[config.mk]
export PLATFORM = sky130hd
export DESIGN_NAME = instruction_encoder_flat
export DESIGN_NICKNAME = d
export VERILOG_FILES = /design/src/rtl/instruction_encoder_if.sv /design/src/rtl/instruction_encoder.sv /design/src/flat_wrapper.sv
export SDC_FILE = /design/constraint.sdc
export NUM_CORES = 1
export LEC_CHECK = 0
export BUFFER_PORTS_ARGS = -buffer_cell sky130_fd_sc_hd__buf_2
export CORE_ASPECT_RATIO = 0.75
export CORE_UTILIZATION = 29
export DETAILED_ROUTE_END_ITERATION = 12
export PLACE_DENSITY = 0.56
export SYNTH_ARGS = -nofsm -noshare
export SYNTH_HDL_FRONTEND = slang
export SYNTH_SLANG_ARGS = --single-unit
[constraint.sdc]
create_clock -name i_CLK -period 2.2 [get_ports i_CLK]
set_clock_uncertainty 0.05 [all_clocks]
set_input_delay 0.11 -clock i_CLK [delete_from_list [all_inputs] [get_ports i_CLK]]
set_output_delay 0.11 -clock i_CLK [all_outputs]
set_load 0.02 [all_outputs]
[src/rtl/instruction_encoder_if.sv]
// Request and issue handshake bundle for the instruction encoder.
interface instruction_encoder_if;
  logic        i_Valid;
  logic        o_Ready;
  logic [1:0]  i_Mode;
  logic [3:0]  i_Opcode;
  logic [2:0]  i_AddrReg1;
  logic [2:0]  i_AddrReg2;
  logic [7:0]  i_Imm;
  logic [15:0] o_Instr;
  logic        o_InstrValid;
  logic        i_InstrReady;

  // Encoder side: accepts requests, issues instruction words.
  modport slave (
    input  i_Valid, i_Mode, i_Opcode, i_AddrReg1, i_AddrReg2, i_Imm, i_InstrReady,
    output o_Ready, o_Instr, o_InstrValid
  );

  // Source/consumer side: drives requests, takes instruction words.
  modport master (
    output i_Valid, i_Mode, i_Opcode, i_AddrReg1, i_AddrReg2, i_Imm, i_InstrReady,
    input  o_Ready, o_Instr, o_InstrValid
  );
endinterface

[src/rtl/instruction_encoder.sv]
// Packs operation requests into 16-bit instruction words and issues them in
// order through a small FIFO. Illegal modes are accepted, dropped and flagged.
module instruction_encoder #(
  parameter int DEPTH  = 4,
  parameter int ADDR_W = 2
) (
  input  logic                i_CLK,
  input  logic                i_RSTn,
  instruction_encoder_if.slave bus,
  output logic                o_Illegal,
  input  logic                i_ClrIllegal,
  output logic [ADDR_W:0]     o_Count
);

  localparam logic [ADDR_W:0] FULL = (ADDR_W+1)'(DEPTH);

  logic [15:0]       mem [DEPTH];
  logic [ADDR_W-1:0] wr_ptr;
  logic [ADDR_W-1:0] rd_ptr;
  logic [ADDR_W:0]   count;
  logic              illegal;
  logic [15:0]       word;
  logic              ready;
  logic              valid;
  logic              accept;
  logic              push;
  logic              pop;

  // Encode the current request fields into an instruction word.
  always_comb begin
    word = '0;
    if (bus.i_Mode[0] == 1'b0)
      word = {2'b00, bus.i_Opcode, bus.i_AddrReg1, bus.i_AddrReg2, 4'b0000};
    else
      word = {2'b01, bus.i_AddrReg1, bus.i_Imm, 3'b000};
  end

  // Handshake qualifiers derived from registered occupancy only (no bypass).
  always_comb begin
    ready  = (count < FULL);
    valid  = (count != '0);
    accept = bus.i_Valid && ready;
    push   = accept && !bus.i_Mode[1];
    pop    = valid && bus.i_InstrReady;
  end

  // FIFO storage; not reset, contents are unobservable while count is zero.
  always_ff @(posedge i_CLK) begin
    if (push)
      mem[wr_ptr] <= word;
  end

  // Pointers and occupancy; pointers wrap naturally at DEPTH.
  always_ff @(posedge i_CLK or negedge i_RSTn) begin
    if (!i_RSTn) begin
      wr_ptr <= '0;
      rd_ptr <= '0;
      count  <= '0;
    end else begin
      if (push)
        wr_ptr <= wr_ptr + 1'b1;
      if (pop)
        rd_ptr <= rd_ptr + 1'b1;
      case ({push, pop})
        2'b10:   count <= count + 1'b1;
        2'b01:   count <= count - 1'b1;
        default: count <= count;
      endcase
    end
  end

  // Sticky illegal flag; a new illegal accept takes priority over clear.
  always_ff @(posedge i_CLK or negedge i_RSTn) begin
    if (!i_RSTn)
      illegal <= 1'b0;
    else if (accept && bus.i_Mode[1])
      illegal <= 1'b1;
    else if (i_ClrIllegal)
      illegal <= 1'b0;
  end

  // Output drive; head word is masked to zero while the FIFO is empty.
  always_comb begin
    bus.o_Ready      = ready;
    bus.o_InstrValid = valid;
    bus.o_Instr      = valid ? mem[rd_ptr] : 16'h0000;
    o_Illegal        = illegal;
    o_Count          = count;
  end

endmodule

[src/flat_wrapper.sv]
// flat-port wrapper written by rule: the top's interface ports become plain ports
module instruction_encoder_flat 
#(
  parameter int DEPTH  = 4,
  parameter int ADDR_W = 2
)
  (i_CLK, i_RSTn, o_Illegal, i_ClrIllegal, o_Count, bus_i_Valid, bus_i_Mode, bus_i_Opcode, bus_i_AddrReg1, bus_i_AddrReg2, bus_i_Imm, bus_i_InstrReady, bus_o_Ready, bus_o_Instr, bus_o_InstrValid);
  instruction_encoder_if bus_i ();
  input  logic i_CLK;
  input  logic i_RSTn;
  output logic o_Illegal;
  input  logic i_ClrIllegal;
  output logic [ADDR_W:0] o_Count;
  input wire logic [$bits(bus_i.i_Valid)-1:0] bus_i_Valid;
  input wire logic [$bits(bus_i.i_Mode)-1:0] bus_i_Mode;
  input wire logic [$bits(bus_i.i_Opcode)-1:0] bus_i_Opcode;
  input wire logic [$bits(bus_i.i_AddrReg1)-1:0] bus_i_AddrReg1;
  input wire logic [$bits(bus_i.i_AddrReg2)-1:0] bus_i_AddrReg2;
  input wire logic [$bits(bus_i.i_Imm)-1:0] bus_i_Imm;
  input wire logic [$bits(bus_i.i_InstrReady)-1:0] bus_i_InstrReady;
  output wire logic [$bits(bus_i.o_Ready)-1:0] bus_o_Ready;
  output wire logic [$bits(bus_i.o_Instr)-1:0] bus_o_Instr;
  output wire logic [$bits(bus_i.o_InstrValid)-1:0] bus_o_InstrValid;
  assign bus_i.i_Valid = bus_i_Valid;
  assign bus_i.i_Mode = bus_i_Mode;
  assign bus_i.i_Opcode = bus_i_Opcode;
  assign bus_i.i_AddrReg1 = bus_i_AddrReg1;
  assign bus_i.i_AddrReg2 = bus_i_AddrReg2;
  assign bus_i.i_Imm = bus_i_Imm;
  assign bus_i.i_InstrReady = bus_i_InstrReady;
  assign bus_o_Ready = bus_i.o_Ready;
  assign bus_o_Instr = bus_i.o_Instr;
  assign bus_o_InstrValid = bus_i.o_InstrValid;
  instruction_encoder #(.DEPTH(DEPTH), .ADDR_W(ADDR_W)) u_core (.i_CLK(i_CLK), .i_RSTn(i_RSTn), .bus(bus_i), .o_Illegal(o_Illegal), .i_ClrIllegal(i_ClrIllegal), .o_Count(o_Count));
endmodule
Word-level counts from Yosys, hierarchy flattened
Memory sizes are Yosys's and may differ from the RTL's. Cells that the tools add are included.

Register bits: 8. RAM bits: 60. Memories: 1.

Add/subtract/negate cells: 4. $lt $le $gt $ge: 1. Eq/ne operators: 2. Multiplexer cells: 7. Reductions and logical operators: 8.

Memory list: u_core.mem (depth 4, width 15, read ports 1, clocked after memory_dff 0, wr ports 1, RTL line instruction_encoder.sv:17) `logic [15:0] mem [DEPTH];`.

Operator list (count): 16-bit 2-to-1 mux (1); 15-bit 2-to-1 mux (1); 3-bit one-hot mux with 2 select lines (1); 2-bit by 1-bit adder with 2-bit output, second input constant (2); 1-bit logical AND (4); 1-bit 2-to-1 mux (4); 2-bit nonzero test (2); 3-bit by 1-bit adder with 3-bit output, second input constant (1); 3-bit < comparator, second input constant (1); 3-bit nonzero test (1); 3-bit by 1-bit subtractor with 3-bit output, second input constant (1); 2-bit by 1-bit equality test with 1-bit output, second input constant (1); 2-bit equality test, second input constant (1); 1-bit logical NOT (1).

Logic depth before layout (Yosys ltp)
Gate-level depths: netlist (run 1).

Depth after elaboration: 5. Mapped depth: 8. Mapped depth without buffers: 8.

Worst setup path after synthesis (run 1)
OpenSTA, ideal clock, no wires.

Path type: register to register. Start point: register u_core.count[0] (netlist: u_core.o_Count[0]). End point: register u_core.count[1] (netlist: u_core.o_Count[1]). Setup time: 83 ps. Arrival: 1908 ps. Data required time: 2067 ps. Slack: 159 ps. Cell stages (with the launch flop): 7. Buffers on the path: 0. Cells stage by stage: dfrtp_1 -> or3_1 -> and2_1 -> ha_1 -> inv_1 -> fa_1 -> o21ai_0.

Elaborated cells on any way between the ends: 11. Classes of those cells: 2 x add/sub; 1 x order compare; 2 x eq/ne; 1 x mux; 5 x reduce/logical.

RTL lines: from (decl) (RTL line instruction_encoder.sv:20) `logic [ADDR_W:0] count;`; from (signal assigned) (RTL line instruction_encoder.sv:65) `2'b10: count <= count + 1'b1;`; from (signal assigned) (RTL line instruction_encoder.sv:66) `2'b01: count <= count - 1'b1;`; from (signal assigned) (RTL line instruction_encoder.sv:67) `default: count <= count;`; 3-bit nonzero test (*) (RTL line instruction_encoder.sv:41) `valid = (count != '0);`; 1-bit logical AND (*) (RTL line instruction_encoder.sv:44) `pop = valid && bus.i_InstrReady;`; named net u_core.pop (RTL line instruction_encoder.sv:27) `logic pop;`; 2-bit by 1-bit equality test with 1-bit output / 2-bit equality test (equally long branches) (RTL line instruction_encoder.sv:64) `case ({push, pop})`; 3-bit one-hot mux with 2 select lines / 2-bit nonzero test (equally long branches).

The timed path passes the listed nets; every way through them passes the cells marked *. A chain may end at the register's enable or synchronous reset.

Worst setup path in the final report (run 1)
Same ends and word-level chain as after synthesis.

==> results of run 1 <==
==> cell type report <==
cell class | instances | area, um2
clock buffer | 5 | 68.8
clock inverter | 3 | 25.0
fill | 768 | 5120
inverter | 8 | 30.0
multi-input combinational | 65 | 711
sequential | 56 | 1640
tap | 105 | 131
timing repair buffer | 53 | 295
==> metrics by stage <==
| stage | cells | hold slack [ps] |
|---|---|---|
| 6_report | 295 | 36.4 |
| 3_3_place_gp | 286 | -84.7 |
| 2_1_floorplan | 138 | -236 |
| 4_1_cts | 295 | 21.4 |
| 3_5_place_dp | 286 | -80.9 |
| 5_1_grt | 295 | 34.6 |
==> state kept, by name (all words and copies together), names as in the netlist <==
name / count
u_core.wr_ptr: 2
u_core.o_Illegal: 1
u_core.rd_ptr: 2
u_core.mem: 48
u_core.o_Count: 3
==> Yosys cell counts, types with 4 or more instances <==
cell / instances / area, um2
dfrtp_1: 8 / 200
mux2_2: 10 / 113
and2_1: 18 / 113
ha_1: 5 / 62.6
mux4_1: 4 / 105
xnor2_1: 4 / 35.0
mux4_2: 8 / 180
buf_4: 4 / 30.0
inv_1: 8 / 30.0
edfxtp_1: 48 / 1440
==> path summary, 6_finish.rpt <==
check                                       start                end  slack, ps  cells after the start
worst max-delay path            u_core.o_Count[0]  u_core.o_Count[1]        210                      6
worst min-delay path                  bus_i_Valid   u_core.o_Illegal         40                      2
worst max register to register  u_core.o_Count[0]  u_core.o_Count[1]        210                      6
worst min register to register   u_core.o_Illegal   u_core.o_Illegal        460                      1
max in group asynchronous                  i_RSTn  u_core.o_Count[2]       1800                      2
min in group asynchronous                  i_RSTn  u_core.o_Count[0]        120                      2
==> timing repair <==
action | CTS | global route
hold buffers | 1 | 0
hold endpoints to repair | 8 | 0
buffers inserted | 0 | 0
==> routing by layer <==
layer | GRT usage, % | share of wire, % | vias up
met5 | 0 | 0 | -
li1 | - | - | 600
met1 | 13.6 | 46 | 642
met4 | 2.47 | 0.73 | 0
met2 | 17.1 | 48 | 28
met3 | 2.38 | 5.4 | 5
==> power groups by stage <==
stage          combinational, mW  clock, mW  sequential, mW
6_report                    1.36      0.586            1.36
3_3_place_gp                1.39          0            1.39
3_5_place_dp                1.40          0            1.39
4_1_cts                     1.40      0.601            1.37
5_1_grt                     1.51      0.643            1.38
2_1_floorplan              0.968          0            1.42
==> cell usage in the layout, fill, tap and decap left out <==
cell type | Yosys | final
and2_1 | 18 | 18
xor2_1 | 2 | 2
xnor2_1 | 4 | 4
buf_2 | 2 | 42
nor3b_1 | 1 | 1
edfxtp_1 | 48 | 48
or3_1 | 1 | 1
mux4_2 | 8 | 8
dlygate4sd3_1 | 0 | 1
nand2_1 | 2 | 2
a32o_1 | 1 | 1
buf_4 | 4 | 10
o21ai_0 | 2 | 2
dfrtp_1 | 8 | 8
clkinv_2 | 0 | 1
conb_1 | 1 | 4
mux4_1 | 4 | 4
ha_1 | 5 | 5
nor2_1 | 1 | 1
mux2_2 | 10 | 10
inv_8 | 0 | 1
inv_6 | 0 | 1
nand3_1 | 1 | 1
fa_1 | 1 | 1
clkbuf_8 | 0 | 5
inv_1 | 8 | 8
==> cell families (layout without fill, tap and decap cells) <==
family / after synthesis / count (layout) / synth area share [%]
compound gates: 3 / 3 / 0.818
xor+xnor: 6 / 6 / 2.15
fa+ha+maj: 6 / 6 / 3.38
buf+inv: 17 / 69 / 4.30
flops: 56 / 56 / 67.1
mux: 22 / 22 / 16.3
other cells: 1 / 4 / 0.153
simple gates: 24 / 24 / 5.83
==> metrics.txt, run 1 <==
CP Launch Type register; post-layout min period 1990 ps; CTS clk-pin slew, worst paths 100 ps; Max-Cap Viols 0; kind of critical path reg -> reg; final setup margin 212 ps; Pleak 1.11 nW; Post-Syn Area 0.00245 mm2; Top Family by Delay on Critical Path adder cells; Final Cell Area 0.00290 mm2; max-slew violation count 0; number of global-route vias before repair 1,265; largest net degree at the start of global routing 20; Core Util, Final 36.2%; period utilization 90.4%; H-Tree Depth 2; root buffer cell clkbuf_8; worst path required time 2380 ps; run status complete, no violations; CP max-delay cell dfrtp_1; crit end category register; sequential area share after synthesis 67.1%; CTS Sinks 56; FP Rows 28; Hold Fails Final Rpt 0; Antenna diodes 0; IO Port Bufs 42; Antenna Nets Post-Route 0; Die Area 0.00881 mm2; initial core utilization 30.5%; worst IR drop on VDD 361 uV; DRC viols 0; CP Buf/Inv Count 1; Sw Pwr 1.16 mW; DP Area 0.00280 mm2; Synth Warn # 0; combinational cell fraction of total power 41.2%; asr flop ratio synth 14.3%; Worst EP arrival 2170 ps; Pint 2.15 mW; pwr dens 1140 mW/mm2; GRT Overall Usage 10.3%; Chip Width 108 um; RSZ-0062 raised after global routing no; latest clock arrival within the worst-skew pair 300 ps; Starting DRT DRC Count 53; EDFF count, synth 48; f_max 503 MHz; antenna violations before repair 0; wire length per cell 14.4 um; TritonCTS clock tree yes; final net count 220; sequential share of power 41.1%; critical path cell sequence or3_1 -> and2_1 -> ha_1 -> inv_1 -> fa_1 -> o21ai_0; first-pass GRT wire length 6620 um; Core ar. 0.00802 mm2; drt first pass iters 4; Ports 47; die height 81.5 um; post-cts sizing count 0; Final Setup Violations 0; Clock power frac 17.7%; DR vias/cell 4.32; synth unique cells 24; Pwr Total 3.31 mW; gr ovfl total 0; layout cell share with drive strength beyond 1 41.1%; worst-case clock buffer depth 2; ys flop type edfxtp_1; Routed WL 4240 um; CP Max Fanout 4; Vias 1,275; Sw Ratio 35.1%; synthesized flop and latch total 56; Mapped Cells 135; Detailed Place HPWL 2870 um; area grow syn2layout 18.7%; GPL Wtd Cong 0.732; Place WS 228 ps; total CTS buffers 5; Setup TNS Final 0 ps; syn avg cell area 18.1 um2; type of the worst min-delay path in -> reg; slowest stage delay, CP 430 ps
(Power assumes the default switching activity.)
==> run 2: changes to the inputs <==
PLACE_DENSITY = not set   (was 0.56)
SLEW_MARGIN = 10   (was not set)
clock period = 1.9 ns   (was 2.2 ns; I/O delays follow)
==> run 2 against run 1 <==
  * Total power increased by 33%
  * Sequential power increased by 17%
  * Sequential share of layout area decreased by 3.0 points
==> metrics.txt, run 2 (synthesis gave the netlist of run 1 again) <==
root buffer cell clkbuf_8; drt first pass iters 4 (unchanged); latest clock arrival within the worst-skew pair 310 ps (about the same); gr ovfl total 0 (unchanged); CP max-delay cell dfrtp_2; worst path required time 2060 ps (-320 ps); antenna violations before repair 0 (unchanged); f_max 542 MHz (+7.8%); non-filler cells in the finished layout 298 (+1.0%); post-layout min period 1840 ps (-144 ps); Starting DRT DRC Count 44 (-17%); CP Launch Type register; Vias 1,300 (+2.0%); Critical R2R Capture u_core.o_Count[2]; Largest Register u_core.mem; placed cell count 285 (-0.35%); Reg2Reg Depth 8 (+2); Antenna diodes 0 (unchanged); Die Area 0.00881 mm2 (unchanged); layout cell share with drive strength beyond 1 52.3% (+11 points); total CTS buffers 5 (unchanged); initial core utilization 30.5% (unchanged); multi-input logic area 743 um2 (+4.6%); Max-Cap Viols 0 (unchanged); CTS clk-pin slew, worst paths 100 ps (about the same); period utilization 97.1% (+6.7 points); register area 0.00165 mm2 (+0.23%); Place WS 25.7 ps (-202 ps); Chip Width 108 um (unchanged); Critical Path Sink u_core.o_Count[2]; number of global-route vias before repair 1,249 (-1.3%); worst-case clock buffer depth 2 (unchanged); Hold Fails Final Rpt 0 (unchanged); max-slew violation count 0 (unchanged); Pleak 1.15 nW (+4.3%); DRC viols 0 (unchanged); final setup margin 55.9 ps (-156 ps); Detailed Place HPWL 2870 um (about the same); leading cell type in the layout, fill and taps excluded edfxtp_1; Worst Setup SP u_core.o_Count[0]; worst IR drop on VDD 517 uV (+43%); most frequent cells in the layout 48 x edfxtp_1, 33 x buf_2, 12 x mux4_2, 12 x buf_4, 10 x mux2_2; Largest register FFs 48 (unchanged); GRT Overall Usage 10.7% (+0.40 points); first-pass GRT wire length 6660 um (+0.62%); slowest stage delay, CP 410 ps (-20 ps); type of the worst min-delay path in -> reg; final net count 223 (+1.4%); Final Setup Violations 0 (unchanged); CTS Sinks 56 (unchanged); Core ar. 0.00802 mm2 (unchanged); DR vias/cell 4.36 (+0.93%); FP Rows 28 (unchanged); Antenna Nets Post-Route 0 (unchanged); crit end category register; wire length per cell 14.6 um (+1.6%); CP Max Fanout 2 (-2); r2r setup slk 60 ps (-160 ps); Routed WL 4350 um (+2.6%); fillers 750 (-2.3%); Ports 47 (unchanged); die height 81.5 um (unchanged); H-Tree Depth 2 (unchanged); GPL Wtd Cong 0.722 (-1.3%); R2R Path Start u_core.o_Count[0]; Worst EP arrival 2000 ps (-170 ps); pwr dens 1430 mW/mm2 (+25%); TritonCTS clock tree yes; Pwr Total 4.39 mW (+33%); IO Port Bufs 42 (unchanged); run status complete, no violations; kind of critical path reg -> reg; area grow syn2layout 25.6%; Core Util, Final 38.3% (+2.1 points); RSZ-0062 raised after global routing yes; largest net degree at the start of global routing 18 (-10%); critical path cell sequence or3_4 -> and2_4 -> ha_4 -> inv_2 -> fa_2 -> xor2_1 -> nor2_1 -> xnor2_1
[run 2: cell count changes in the layout (fill, tap and decap cells not counted), sizes merged]
| cell | before | now |
|---|---|---|
| bufinv | 0 | 1 |
| inv | 10 | 8 |
| clkinvlp | 0 | 1 |
| dlygate4sd3 | 1 | 2 |
| buf | 52 | 54 |
[run 2: area by class of cell]
class                   count  share of cell area, %
well taps                 105                   4.28
clock inverters             3                   1.38
inverters                   8                  0.977
repair buffers             56                   13.4
clock buffers               5                   2.24
flip-flops and latches     56                   53.5
multi-input cells          65                   24.2
[run 2: routing by layer]
metal / track usage [%] / vias up / part of all wire [%]
li1: - / 603 / -
met1: 14.2 / 658 / 48
met2: 16.8 / 32 / 47
met3: 2.54 / 7 / 3.7
met4: 4.52 / 0 / 1.5
met5: 0 / - / 0
[run 2: power breakdown]
group	leakage, nW	total [mW]	switching, mW	internal (mW)
clock network	0.0541	0.780	0.390	0.390
logic	0.572	2.03	0.966	1.06
registers	0.527	1.59	0.0769	1.51
total	1.15	4.39	1.43	2.96
[run 2: stage by stage]
step / setup TNS [ps] / area, um2 / hold slack [ps]
6_report: 0 / 3070 / 3.54
5_1_grt: -16.3 / 3070 / 10.3
4_1_cts: -107 / 3050 / 0.910
3_5_place_dp: 0 / 2860 / -95.1
3_3_place_gp: 0 / 2860 / -99.2
2_1_floorplan: 0 / 2490 / -251
[run 2: timing repair]
item / in CTS / in global routing
hold endpoints to repair: 9 / 0
cloned: 1 / 0
endpoints found under the setup margin: 5 / 13
hold buffers: 2 / 0
pin swaps: 0 / 5
resized for setup: 9 / 19
buffers inserted: 3 / 0
[run 2: how the worst min path moves through the flow]
stage,start,end,slack [ps],depth (start not counted)
after floorplan,i_RSTn,u_core.o_Count[0],-250,0
after global placement,i_RSTn,u_core.o_Illegal,-100,1
after CTS,i_ClrIllegal,u_core.o_Illegal,0.9,3
final,i_ClrIllegal,u_core.o_Illegal,4,3
after detailed placement,i_RSTn,u_core.o_Illegal,-100,1
after global routing,bus_i_Mode[1],u_core.o_Illegal,10,2
[run 2: worst max-delay path, delay by kind of cell (launching register included)]
kind                     cells  cell delay, ps
buffers and inverters        1              50
adder cells (fa/ha/maj)      2             340
XOR/XNOR                     2             260
AND/OR/NAND/NOR              3             610
flip-flops                   1             410
==> run 3: changes to the inputs <==
CELL_PAD_IN_SITES_DETAIL_PLACEMENT = 1   (was not set)
CELL_PAD_IN_SITES_GLOBAL_PLACEMENT = 2   (was not set)
PLACE_DENSITY_LB_ADDON = 0.1   (was not set)
SLEW_MARGIN = not set   (was 10)
==> run 3 against run 2 <==
  * Via count is 0.23% higher
  * Cell count is 0.67% higher
  * Global-route usage is 1.4 points higher
  * Combinational power is 6% lower
  * First-iteration DRC count is 52% lower
  * Critical path type is now reg -> out
==> metrics.txt, run 3 (synthesis gave the netlist of run 1 again) <==
run status complete, no violations; first-pass GRT wire length 7420 um (+12%); post-layout min period 1870 ps (+25.7 ps); kind of critical path reg -> out; max-slew violation count 0 (unchanged); placed cell count 288 (+1.1%); final net count 225 (+0.90%); R2R Path Start u_core.o_Count[0]; latest clock arrival within the worst-skew pair 310 ps (about the same); CP max-delay cell mux4_2; CTS Sinks 56 (unchanged); Met3 Routed Length 199 um (+25%); drt first pass iters 4 (unchanged); Setup TNS Final 0 ps (unchanged); period utilization 98.4% (+1.4 points); total CTS buffers 5 (unchanged); Die Area 0.00881 mm2 (unchanged); wire length per cell 16.5 um (+13%); type of the worst min-delay path in -> reg; Max-Cap Viols 0 (unchanged); GPL Wtd Cong 0.659 (-8.8%); FP Rows 28 (unchanged); Final Setup Violations 0 (unchanged); Core ar. 0.00802 mm2 (unchanged); die height 81.5 um (unchanged); Hold Path Origin bus_i_Valid; Vias 1,303 (+0.23%); IO Port Bufs 42 (unchanged); Final Cell Area 0.00306 mm2 (-0.53%); layout cell share with drive strength beyond 1 49.7% (-2.6 points); antenna violations before repair 0 (unchanged); CP Launch Type register; H-Tree Depth 2 (unchanged); crit end category output pin; initial core utilization 30.5% (unchanged); non-filler cells in the finished layout 300 (+0.67%); most frequent cells in the layout 48 x edfxtp_1, 39 x buf_2, 14 x and2_1; DP Area 0.00289 mm2 (+1.2%); gr ovfl total 0 (unchanged); CP Buf/Inv Count 2 (+1); Detailed Place HPWL 3340 um (+16%); Ports 47 (unchanged); Antenna diodes 0 (unchanged); Worst EP arrival 1720 ps (-280 ps); Worst Setup SP u_core.rd_ptr[0]; Starting DRT DRC Count 21 (-52%); area grow syn2layout 25.0%; critical path cell sequence buf_8 -> mux4_2 -> and2_1 -> buf_2; CP Max Fanout 8 (+6); TritonCTS clock tree yes; top routing layer used met4; Core Util, Final 38.1% (-0.20 points); DRC viols 0 (unchanged); DR vias/cell 4.34 (-0.44%); Chip Width 108 um (unchanged); number of global-route vias before repair 1,412 (+13%); RSZ-0062 raised after global routing yes; WL met1 2280 um (+9.6%); slowest stage delay, CP 490 ps (+80 ps); Pleak 1.15 nW (-0.49%); root buffer cell clkbuf_8; worst path required time 1750 ps (-310 ps); CTS clk-pin slew, worst paths 100 ps (about the same); Routed WL 4940 um (+13%); largest net degree at the start of global routing 18 (unchanged); f_max 535 MHz (-1.4%); GRT Overall Usage 12.0% (+1.4 points); Hold Fails Final Rpt 0 (unchanged); worst-case clock buffer depth 2 (unchanged); Largest Register u_core.mem; worst IR drop on VDD 555 uV (+7.4%); leading cell type in the layout, fill and taps excluded edfxtp_1; Antenna Nets Post-Route 0 (unchanged); WL met2 2380 um (+16%); Largest register FFs 48 (unchanged); Top Family by Delay on Critical Path multiplexers; pwr dens 1390 mW/mm2 (-2.5%)
[run 3: what timing repair did]
| action | 4_1_cts | 5_1_grt |
|---|---|---|
| endpoints found under the setup margin | 4 | 7 |
| cloned | 0 | 0 |
| hold endpoints to repair | 8 | 0 |
| hold buffers | 1 | 0 |
| pin swaps | 0 | 7 |
| buffers inserted | 1 | 2 |
| resized for setup | 3 | 12 |
[run 3: layout make-up]
cell class	instances	area, um2
clock buffers	6	72.6
clock inverters	2	38.8
fillers	832	4970
inverters	8	30.0
multi-input cells	65	731
flip-flops and latches	56	1640
well taps	105	131
repair buffers	58	409
[run 3: routing by layer]
| layer | up-vias | GRT usage [%] |
|---|---|---|
| li1 | 610 | - |
| met1 | 656 | 15.2 |
| met2 | 29 | 20.1 |
| met3 | 8 | 2.70 |
| met4 | 0 | 4.93 |
| met5 | - | 0 |
[run 3: path summary, 6_finish.rpt]
path | slack, ps | end | cells after the start
hold / removal | 10 | u_core.o_Illegal | 2
setup reg to reg | 50 | u_core.o_Count[1] | 6
hold reg to reg | 460 | u_core.o_Illegal | 1
setup / recovery | 30 | bus_o_Instr[4] | 4
min in group asynchronous | 100 | u_core.o_Count[1] | 2
max in group asynchronous | 1510 | u_core.o_Count[2] | 2
[run 3: power breakdown]
part / switching, mW / internal [mW]
Sequential: 0.0779 / 1.51
Combinational: 0.967 / 0.931
Clock: 0.380 / 0.399
Total: 1.42 / 2.84
[run 3: metrics by stage]
stage | power [mW] | worst slack [ps] | hold slack (ps)
2_1_floorplan | 2.81 | 6.57 | -251
3_3_place_gp | 3.34 | 89.9 | -96.1
3_5_place_dp | 3.38 | 39.8 | -93.3
4_1_cts | 4.22 | -5.85 | 0.791
5_1_grt | 4.53 | -69.1 | 37.0
6_report | 4.26 | 30.2 | 11.5
